===== src/rtl/dmem_pkg.sv =====
// Shared encodings and types for the data-memory responder (dmem_responder).
package dmem_pkg;

  localparam logic [1:0] LEN_BYTE = 2'b00;
  localparam logic [1:0] LEN_HALF = 2'b01;
  localparam logic [1:0] LEN_WORD = 2'b10;
  localparam logic [1:0] LEN_RSVD = 2'b11;

  // Width of the wait-state counter; WAIT_STATES may range 0..15.
  localparam int WS_W = 4;

  typedef enum logic [1:0] {
    IDLE = 2'd0,
    WAIT = 2'd1,
    RESP = 2'd2
  } state_e;

endpackage


===== src/rtl/dmem_if.sv =====
// CPU load/store port: the CPU drives the request fields, the responder returns ack/rdata/err.
interface dmem_if;
  logic        req;
  logic        we;
  logic [31:0] addr;
  logic [31:0] wdata;
  logic [2:0]  len;
  logic        ack;
  logic [31:0] rdata;
  logic        err;

  modport master (output req, we, addr, wdata, len, input ack, rdata, err);
  modport slave  (input req, we, addr, wdata, len, output ack, rdata, err);
endinterface


===== src/rtl/dmem_lane_align.sv =====
// Little-endian lane merge for stores and lane extract/extend for loads.
// With DMEM_ALIGN_CHECK_EN defined, misaligned or reserved-length accesses raise misalign.
module dmem_lane_align
  import dmem_pkg::*;
(
  input  logic [31:0] old_word,
  input  logic [31:0] wdata,
  input  logic [1:0]  byte_off,
  input  logic [2:0]  len,
  output logic [31:0] store_word,
  output logic [31:0] load_word,
  output logic        misalign
);

  function automatic logic [31:0] ext8(input logic [7:0] b, input logic uns);
    logic signed [7:0]  sb;
    logic signed [31:0] s32;
    sb  = b;
    s32 = sb;
    return uns ? {24'h0, b} : s32;
  endfunction

  function automatic logic [31:0] ext16(input logic [15:0] h, input logic uns);
    logic signed [15:0] sh;
    logic signed [31:0] s32;
    sh  = h;
    s32 = sh;
    return uns ? {16'h0, h} : s32;
  endfunction

  logic [4:0]  byte_sh;
  logic [4:0]  half_sh;
  logic [7:0]  ld_byte;
  logic [15:0] ld_half;

  always_comb begin
    byte_sh    = {byte_off, 3'b000};
    half_sh    = {byte_off[1], 4'b0000};
    ld_byte    = old_word[byte_sh +: 8];
    ld_half    = old_word[half_sh +: 16];
    store_word = old_word;
    load_word  = old_word;
    case (len[1:0])
      LEN_BYTE: begin
        store_word[byte_sh +: 8] = wdata[7:0];
        load_word                = ext8(ld_byte, len[2]);
      end
      LEN_HALF: begin
        store_word[half_sh +: 16] = wdata[15:0];
        load_word                 = ext16(ld_half, len[2]);
      end
      // Word and reserved length both behave as a full-word access.
      default: begin
        store_word = wdata;
        load_word  = old_word;
      end
    endcase
  end

`ifdef DMEM_ALIGN_CHECK_EN
  assign misalign = ((len[1:0] == LEN_HALF) && byte_off[0]) ||
                    ((len[1:0] == LEN_WORD) && (byte_off != 2'b00)) ||
                    (len[1:0] == LEN_RSVD);
`else
  assign misalign = 1'b0;
`endif

endmodule


===== src/rtl/dmem_responder.sv =====
// Data-memory responder: one request at a time, WAIT_STATES cycles before ack, byte/half/word
// stores into a word array and extended loads. DMEM_ALIGN_CHECK_EN enables error responses.
module dmem_responder
  import dmem_pkg::*;
#(
  parameter int DEPTH       = 128,
  parameter int ADDR_W      = 7,
  parameter int WAIT_STATES = 2
) (
  input  logic  clock,
  input  logic  rstn,
  dmem_if.slave bus
);

  localparam logic [WS_W-1:0] CNT_INIT = (WAIT_STATES > 0) ? WS_W'(WAIT_STATES - 1) : '0;

  state_e            state_q, state_d;
  logic [WS_W-1:0]   cnt_q, cnt_d;
  logic              ack_q, ack_d;
  logic              err_q, err_d;
  logic [31:0]       rdata_q, rdata_d;
  logic              we_q, we_d;
  logic [31:0]       addr_q, addr_d;
  logic [31:0]       wdata_q, wdata_d;
  logic [2:0]        len_q, len_d;
  logic              latch_en, access_en, mem_we;
  logic              cur_we;
  logic [31:0]       cur_addr, cur_wdata;
  logic [2:0]        cur_len;
  logic [ADDR_W-1:0] idx;
  logic [31:0]       old_word, store_word, load_word;
  logic              misalign;
  logic              unused_addr_hi;
  logic [31:0]       mem_q [DEPTH];

  always_comb begin
    state_d   = state_q;
    cnt_d     = cnt_q;
    latch_en  = 1'b0;
    access_en = 1'b0;
    case (state_q)
      IDLE: begin
        if (bus.req) begin
          latch_en = 1'b1;
          if (WAIT_STATES == 0) begin
            access_en = 1'b1;
            state_d   = RESP;
          end else begin
            cnt_d   = CNT_INIT;
            state_d = WAIT;
          end
        end
      end
      WAIT: begin
        if (cnt_q == '0) begin
          access_en = 1'b1;
          state_d   = RESP;
        end else begin
          cnt_d = cnt_q - 1'b1;
        end
      end
      RESP:    state_d = IDLE;
      default: state_d = IDLE;
    endcase
  end

  // With zero wait states the access happens on the accept edge, so use the live bus fields.
  always_comb begin
    if (state_q == IDLE) begin
      cur_we    = bus.we;
      cur_addr  = bus.addr;
      cur_wdata = bus.wdata;
      cur_len   = bus.len;
    end else begin
      cur_we    = we_q;
      cur_addr  = addr_q;
      cur_wdata = wdata_q;
      cur_len   = len_q;
    end
  end

  assign idx            = cur_addr[ADDR_W+1:2];
  assign old_word       = mem_q[idx];
  assign unused_addr_hi = ^cur_addr[31:ADDR_W+2];

  dmem_lane_align u_align (
    .old_word   (old_word),
    .wdata      (cur_wdata),
    .byte_off   (cur_addr[1:0]),
    .len        (cur_len),
    .store_word (store_word),
    .load_word  (load_word),
    .misalign   (misalign)
  );

  always_comb begin
    we_d    = we_q;
    addr_d  = addr_q;
    wdata_d = wdata_q;
    len_d   = len_q;
    if (latch_en) begin
      we_d    = bus.we;
      addr_d  = bus.addr;
      wdata_d = bus.wdata;
      len_d   = bus.len;
    end
  end

  // Gating with rstn keeps a store from committing on an edge that arrives during reset.
  always_comb begin
    mem_we  = access_en & cur_we & ~misalign & rstn;
    ack_d   = access_en;
    err_d   = access_en & misalign;
    rdata_d = rdata_q;
    if (access_en) begin
      if (misalign)    rdata_d = '0;
      else if (!cur_we) rdata_d = load_word;
    end
  end

  always_ff @(posedge clock or negedge rstn) begin
    if (!rstn) begin
      state_q <= IDLE;
      cnt_q   <= '0;
      ack_q   <= 1'b0;
      err_q   <= 1'b0;
      rdata_q <= '0;
    end else begin
      state_q <= state_d;
      cnt_q   <= cnt_d;
      ack_q   <= ack_d;
      err_q   <= err_d;
      rdata_q <= rdata_d;
    end
  end

  always_ff @(posedge clock) begin
    we_q    <= we_d;
    addr_q  <= addr_d;
    wdata_q <= wdata_d;
    len_q   <= len_d;
  end

  always_ff @(posedge clock) begin
    if (mem_we) mem_q[idx] <= store_word;
  end

  assign bus.ack   = ack_q;
  assign bus.err   = err_q;
  assign bus.rdata = rdata_q;

endmodule


===== src/flat_wrapper.sv =====
// flat-port wrapper written by rule: the top's interface ports become plain ports
module dmem_responder_flat import dmem_pkg::*;
#(
  parameter int DEPTH       = 128,
  parameter int ADDR_W      = 7,
  parameter int WAIT_STATES = 2
)
  (clock, rstn, bus_req, bus_we, bus_addr, bus_wdata, bus_len, bus_ack, bus_rdata, bus_err);
  dmem_if bus_i ();
  input  logic clock;
  input  logic rstn;
  input wire logic [$bits(bus_i.req)-1:0] bus_req;
  input wire logic [$bits(bus_i.we)-1:0] bus_we;
  input wire logic [$bits(bus_i.addr)-1:0] bus_addr;
  input wire logic [$bits(bus_i.wdata)-1:0] bus_wdata;
  input wire logic [$bits(bus_i.len)-1:0] bus_len;
  output wire logic [$bits(bus_i.ack)-1:0] bus_ack;
  output wire logic [$bits(bus_i.rdata)-1:0] bus_rdata;
  output wire logic [$bits(bus_i.err)-1:0] bus_err;
  assign bus_i.req = bus_req;
  assign bus_i.we = bus_we;
  assign bus_i.addr = bus_addr;
  assign bus_i.wdata = bus_wdata;
  assign bus_i.len = bus_len;
  assign bus_ack = bus_i.ack;
  assign bus_rdata = bus_i.rdata;
  assign bus_err = bus_i.err;
  dmem_responder #(.DEPTH(DEPTH), .ADDR_W(ADDR_W), .WAIT_STATES(WAIT_STATES)) u_core (.clock(clock), .rstn(rstn), .bus(bus_i));
endmodule

===== config.mk =====
export PLATFORM = sky130hd
export DESIGN_NAME = dmem_responder_flat
export DESIGN_NICKNAME = d
export VERILOG_FILES = /design/src/rtl/dmem_pkg.sv /design/src/rtl/dmem_if.sv /design/src/rtl/dmem_lane_align.sv /design/src/rtl/dmem_responder.sv /design/src/flat_wrapper.sv
export SDC_FILE = /design/constraint.sdc
export NUM_CORES = 2
export LEC_CHECK = 0
export BUFFER_PORTS_ARGS = -buffer_cell sky130_fd_sc_hd__buf_2
export CORE_AREA = 5 5 525 527
export CTS_CLUSTER_DIAMETER = 30
export DETAILED_ROUTE_END_ITERATION = 8
export DIE_AREA = 0 0 530 532
export PLACE_DENSITY_LB_ADDON = 0.15
export SLEW_MARGIN = 40
export SYNTH_ARGS = -nofsm -noshare
export SYNTH_HDL_FRONTEND = slang
export SYNTH_HIERARCHICAL = 1
export SYNTH_SLANG_ARGS = --single-unit

===== constraint.sdc =====
create_clock -name clock -period 10.3 [get_ports clock]
set_clock_uncertainty 0.05 [all_clocks]
set_input_delay 1.03 -clock clock [delete_from_list [all_inputs] [get_ports clock]]
set_output_delay 1.03 -clock clock [all_outputs]
set_load 0.005 [all_outputs]

# [After elaboration in Yosys (flattened, before gate mapping)]
# Memory sizes are Yosys's and may differ from the RTL's.
# Index checks and enable logic that the tools add are counted.
# W data, S select, Z words.
[op_classes] addsub=3 eq_ne=5 n_shift=6 muxes=22 bitwise=3 n_reduce_logical=7
[ops] op="$pmux W32 S2" n=2
[ops] op="$mux W32" n=3
[ops] op="$bwmux W32" n=2
[ops] op="$shift A16 B7 Y32 const A" n=1
[ops] op="$shift A8 B7 Y32 const A" n=1
[ops] op="$shiftx A16 B7 Y32" n=1
[ops] op="$shiftx A32 B6 Y16" n=1
[ops] op="$shiftx A32 B6 Y8" n=1
[ops] op="$shiftx A8 B7 Y32" n=1
[ops] op="$neg A5 Y7" n=2
[ops] op="$mux W9" n=1
[ops] op="$mux W4" n=2
[ops] op="$pmux W4 S2" n=1
[ops] op="$mux W1" n=7
[ops] op="$eq A2 B1 Y1 const B" n=2
[ops] op="$logic_not A2 Y1" n=2
[ops] op="$logic_not A4 Y1" n=1
[ops] op="$mux W2" n=2
[ops] op="$ne A2 B2 Y1 const B" n=2
[ops] op="$pmux W2 S2" n=1
[ops] op="$reduce_and A2 Y1" n=2
[ops] op="$sub A4 B1 Y4 const B" n=1
[ops] op="$mux W3" n=1
[ops] op="$reduce_and A3 Y1" n=1
[ops] op="other kinds (4)" n=5
[totals] reg_bits=84 ram_bits=4096 input_bits=71 output_inout_bits=34 elab_cells=55 n_memories=1
[memory_table] name="u_core.mem_q" depth=128 word_bits=32 read_ports=1 rd_ports_with_merged_regs=0 write_ports=1 line="dmem_responder.sv:34" source="logic [31:0] mem_q [DEPTH];"

# [Depth between registers and ports, before layout]
[depth] ltp_word=7 mapped_depth=18 mapped_depth_nobuf=12

# [Hierarchy]
# The synthesis kept the hierarchy.
[modules_own_cells] mod="dmem_responder" instances=1 cells_each=9400 area_per_inst_um2=156622.7 seq_area_each_um2=125350.2
[modules_own_cells] mod="dmem_lane_align" instances=1 cells_each=258 area_per_inst_um2=1879.3 seq_area_each_um2=0.0

# [Worst setup path after synthesis]
# No wires, ideal clock.
[synth_timing] kind="reg2reg" start="register u_core.state_q[1]" end="memory u_core.mem_q[0][28] (data pin)" setup_ns=0.969 arrival_ns=7.109 required_time_ns=9.281 setup_slack_ns=2.172 path_stages_with_launch=13 n_path_buf=6 period_less_slack_ns=8.128 path_cell_list="dfrtp_1 > buf_6 > nor2_2 > buf_2 > buf_2 > buf_1 > buf_2 > mux2_2 > buf_6 > inv_2 > ha_1 > or4b_1 > a31oi_1"
[synth_via] elab_chain_cells=6 elab_cells_between_ends=16 classes_between="2 x add/sub; 1 x eq/ne; 4 x shift; 6 x mux; 2 x reduce/logical; 1 x memory"
[synth_rtl] element="start, declared" line="dmem_responder.sv:17" source="state_e state_q, state_d;"
[synth_rtl] element="start signal, assigned" line="dmem_responder.sv:129" source="state_q <= state_d;"
[synth_rtl] element="$logic_not A2 Y1 *" line="dmem_responder.sv:69" source="if (state_q == IDLE) begin"
[synth_rtl] element="$mux W9 *" line="dmem_responder.sv:69"
[synth_rtl] element="net u_core.cur_addr[1]" line="dmem_responder.sv:28" source="logic [31:0] cur_addr, cur_wdata;"
[synth_rtl] element="$neg A5 Y7, on equally long branches" line="dmem_lane_align.sv:49, dmem_lane_align.sv:45"
[synth_rtl] element="$shiftx A16 B7 Y32 (tied with other cells)" line="dmem_lane_align.sv:49" source="store_word[half_sh +: 16] = wdata[15:0];"
[synth_rtl] element="$bwmux W32, on equally long branches" line="dmem_lane_align.sv:49, dmem_lane_align.sv:45"
[synth_rtl] element="$pmux W32 S2 *" line="dmem_lane_align.sv:43" source="case (len[1:0])"
[synth_rtl] element="net u_core.store_word[28]" line="dmem_responder.sv:31" source="logic [31:0] old_word, store_word, load_word;"
[synth_rtl] element="end, declared" line="dmem_responder.sv:34"
# Mark *: on every way through the listed nets, which the timed path passes. The rest lies on a longest branch.

# [Worst setup path after layout]
[layout_timing] start="register u_core.state_q[1]" end="memory u_core.mem_q[120][17] (data pin)"
[layout_via] elab_cells_between_ends=16 classes_between="2 x add/sub; 1 x eq/ne; 4 x shift; 6 x mux; 2 x reduce/logical; 1 x memory"
[layout_lines] element="$logic_not A2 Y1 *" line="dmem_responder.sv:69"
[layout_lines] element="$mux W9 *" line="dmem_responder.sv:69"
[layout_lines] element="$mem_v2 Z128 W32 *"
[layout_lines] element="net u_core.old_word[17]" line="dmem_responder.sv:31"
[layout_lines] element="$bwmux W32, on equally long branches" line="dmem_lane_align.sv:49, dmem_lane_align.sv:45"
[layout_lines] element="$pmux W32 S2 *" line="dmem_lane_align.sv:43"
[layout_lines] element="net u_core.store_word[17]" line="dmem_responder.sv:31"
# Marks and branches as above.

==> flow_summary.toml <==
[drt]
drt-wirelength-per-cell_um = 35.92
totalWireLength_um = 512400
via_per_inst = 7.122
drcViolationCount = 0
route.vias.total = 101600
drt-pass1-iter-count = 7
final_antenna_net_count = 0
drt-initial-drc-count = 16060

[setup_path]
cp_data_arrival_time_ns = 7.68
critical_path.max_fanout = 70
cp_num_buf_inv = 5
required_arrival_time_at_the_worst_endpoint_ns = 10.87
slowest_stage_delay_cp_ns = 0.75
critPathTopFamily = "buffers and inverters"
setup.worst_path.end_class = "flip-flop"
critPathKind = "reg2reg"
critical_path_cell_by_cell = "or3b_1 > nor2_4 > buf_4 > buf_4 > o21ai_0 > and4_1 > a31oi_1 > o41ai_1 > buf_4 > nand4_1 > mux2_2 > a221oi_1 > o2bb2ai_4 > buf_4 > buf_4"
critical_path.most_common_cell = "buf_4"
critical-path-slowest-cell = "or3b_1"
start_kind = "flip-flop"

[clock_network]
tritoncts_clock_tree = "built"
cts.reportedPaths.clkPinSlew_ns = 0.05
cts-buffers-inserted = 654
post_cts_resize_count = 0
cts_root_buf = "clkbuf_16"
ctsLongestPathBuffers = 4
clock_latency_late_sink_ns = 0.97
ctsHoldBuffers = 0
htree_num_levels = 6
clock_sinks = 4181
post-cts-setup-buffer-count = 0

[timing]
final_min_period_over_clock_period = 0.6908
final-max-slew-violation-count = 0
period_needed_ns = 7.115
timing.fmax_mhz = 140.5
unrepaired_setup_endpoints_after_global_routing = "no"
report.final.setup_viol = 0
tightest_slew_ns = 1.012
maxSlewHeadroom = 0.3221
final_hold_viol_count = 0
final.setup.tns_ns = 0

[placed_design]
globalplace.congestion = 0.8854
port_buffers = 81
hpwl_after_dpl_um = 269900
dpl-instance-area_um2 = 166500

[hold_path]
timing.hold.worst.class = "in2async"

[yosys]
synth.distinct_cells = 76
synth_edf_count = 4141
average_instance_area_after_synthesis_um2 = 16.41
ys_flop_type = "edfxtp_1"
synthDominantAreaCellType = "edfxtp_1"
ys_warn_count = 6
ys_top_cells_by_area = "edfxtp_1, a22oi_1, o21ai_0"
synth-seq-area-share = 0.7908
synth_nets = 9735
synthArstFlopShare = 0.009567
synth_top_area_frac = 0.7845
synthCells = 9658
ys_seq_elements = 4181
syn_area_um2 = 158500

[floorplanning]
die_height_um = 532
initial_utilization = 0.5869
die-width_um = 530
core.rowCount = 191
fp.dieArea_um2 = 282000
io_pins = 105
design.core.area_um2 = 270000

[run]
maxCapViolCount = 0

[final_layout]
ff_latch_area_um2 = 125400
finalNetCount = 10220
area_delta_synth_final_pct = 19.23
fillerInstances = 16510
drive_above_1_share = 0.1764
area_of_the_multi_input_gates_um2 = 32300
final_cell_area_um2 = 189000

[power]
power.static_leakage_nw = 58.10
power_density_over_the_cells_nw_per_um2 = 309.2
power.ir.vdd_worst_uv = 519.0

[global_route]
grt_overflow = 0
global_route_wire_length_before_repair_um = 718600
grt_start_max_net_pins = 129
antenna_violations_before_repair = 36
grt_pass1_vias = 100200
grt_util_all_layers = 0.3566

[status]
outcome = "complete, no violations"
area by class of cell:
cell class,instances,area share
multi-input cells,4759,0.1709
clock inverters,463,0.02774
flip-flops and latches,4181,0.6633
diodes,10,0.0001324
well taps,3570,0.02364
repair buffers,523,0.02417
inverters,26,0.0005164
clock buffers,736,0.08957
path summary, 6_finish.rpt:
path	start	end	slack [ns]	depth (start not counted)
min	rstn	u_core/bus.ack	0.07	2
min reg2reg	u_core/bus.rdata[30]	u_core/bus.rdata[30]	0.43	2
min in group clock	bus_wdata[9]	u_core/wdata_q[9]	0.24	1
max in group asynchronous	rstn	u_core/state_q[0]	9.68	2
max	u_core/state_q[1]	u_core/mem_q[120][17]	3.18	15
max reg2reg	u_core/state_q[1]	u_core/mem_q[120][17]	3.18	15
layout by cell type (no fill, tap or decap), types with 138 or more instances in the layout:
cell type  count
edfxtp_1    4141
buf_4        358
a22oi_1      901
o21ai_0      902
a22o_1       235
clkbuf_16    665
nand2_1      922
and4_1       423
nor2_4       138
a31oi_1      495
power by group:
group          leakage, nW  switching [mW]  internal [mW]
clock network         10.6            8.02           13.9
logic                 9.50            10.5           2.85
registers             38.0          0.0770           23.1
registers in the layout, indices dropped and copies added (netlist names):
name,cells
u_core/cnt_q,4
u_core/addr_q,9
u_core/bus.err,1
u_core/we_q,1
u_core/bus.ack,1
u_core/state_q,2
u_core/wdata_q,32
u_core/mem_q,4096
u_core/len_q,3
u_core/bus.rdata,32
through the flow:
| step | instances | hold slack, ns | power, mW | worst slack, ns | util |
|---|---|---|---|---|---|
| floorplan | 9658 | 0.4233 | 30.20 | 2.173 | - |
| global placement | 13020 | 0.4133 | 35.56 | 2.849 | 0.6140 |
| detailed placement | 13050 | 0.4193 | 36.16 | 2.942 | 0.6165 |
| CTS | 14240 | 0.04844 | 57.88 | 3.138 | 0.6986 |
| global route | 14260 | 0.1163 | 59.64 | 3.106 | 0.6997 |
| finish | 14270 | 0.06707 | 58.42 | 3.185 | 0.6998 |
worst register-to-register path: stages (launching register included):
cell,delay [ns]
dfrtp_2,0.62
or3b_1,0.76
nor2_4,0.25
buf_4,0.68
buf_4,0.58
o21ai_0,0.14
and4_1,0.22
a31oi_1,0.55
o41ai_1,0.17
buf_4,0.24
nand4_1,0.57
mux2_2,0.30
a221oi_1,0.12
o2bb2ai_4,0.18
buf_4,0.54
buf_4,0.70
layer usage:
layer  up-vias  global-route usage  wire length (µm)
met5         -                   0                89
met4        14              0.2035             34200
met3      1484             0.09700             73550
met2      8339              0.5471            232700
met1     51180              0.4640            171900
li1      40590                   -                 -
cell families after synthesis:
kind of cell	after synthesis	share of synthesized area
buffers and inverters	718	0.01944
other	1	0.00002366
AOI/OAI and AO/OA	3015	0.1284
and+or+nand+nor	1653	0.05515
muxes	84	0.005707
adders and majority gates	6	0.0004736
DFF	4181	0.7908
synthesized netlist by cell type (103+ instances only):
cell and instances:
edfxtp_1 4141, a22o_1 247, nand2_1 929, and4_1 423, clkbuf_1 415, buf_2 200
a21oi_1 103, nor2_1 156, o21ai_0 903, a31oi_1 500, o41ai_1 126, a22oi_1 901
(Power assumes the default switching activity.)
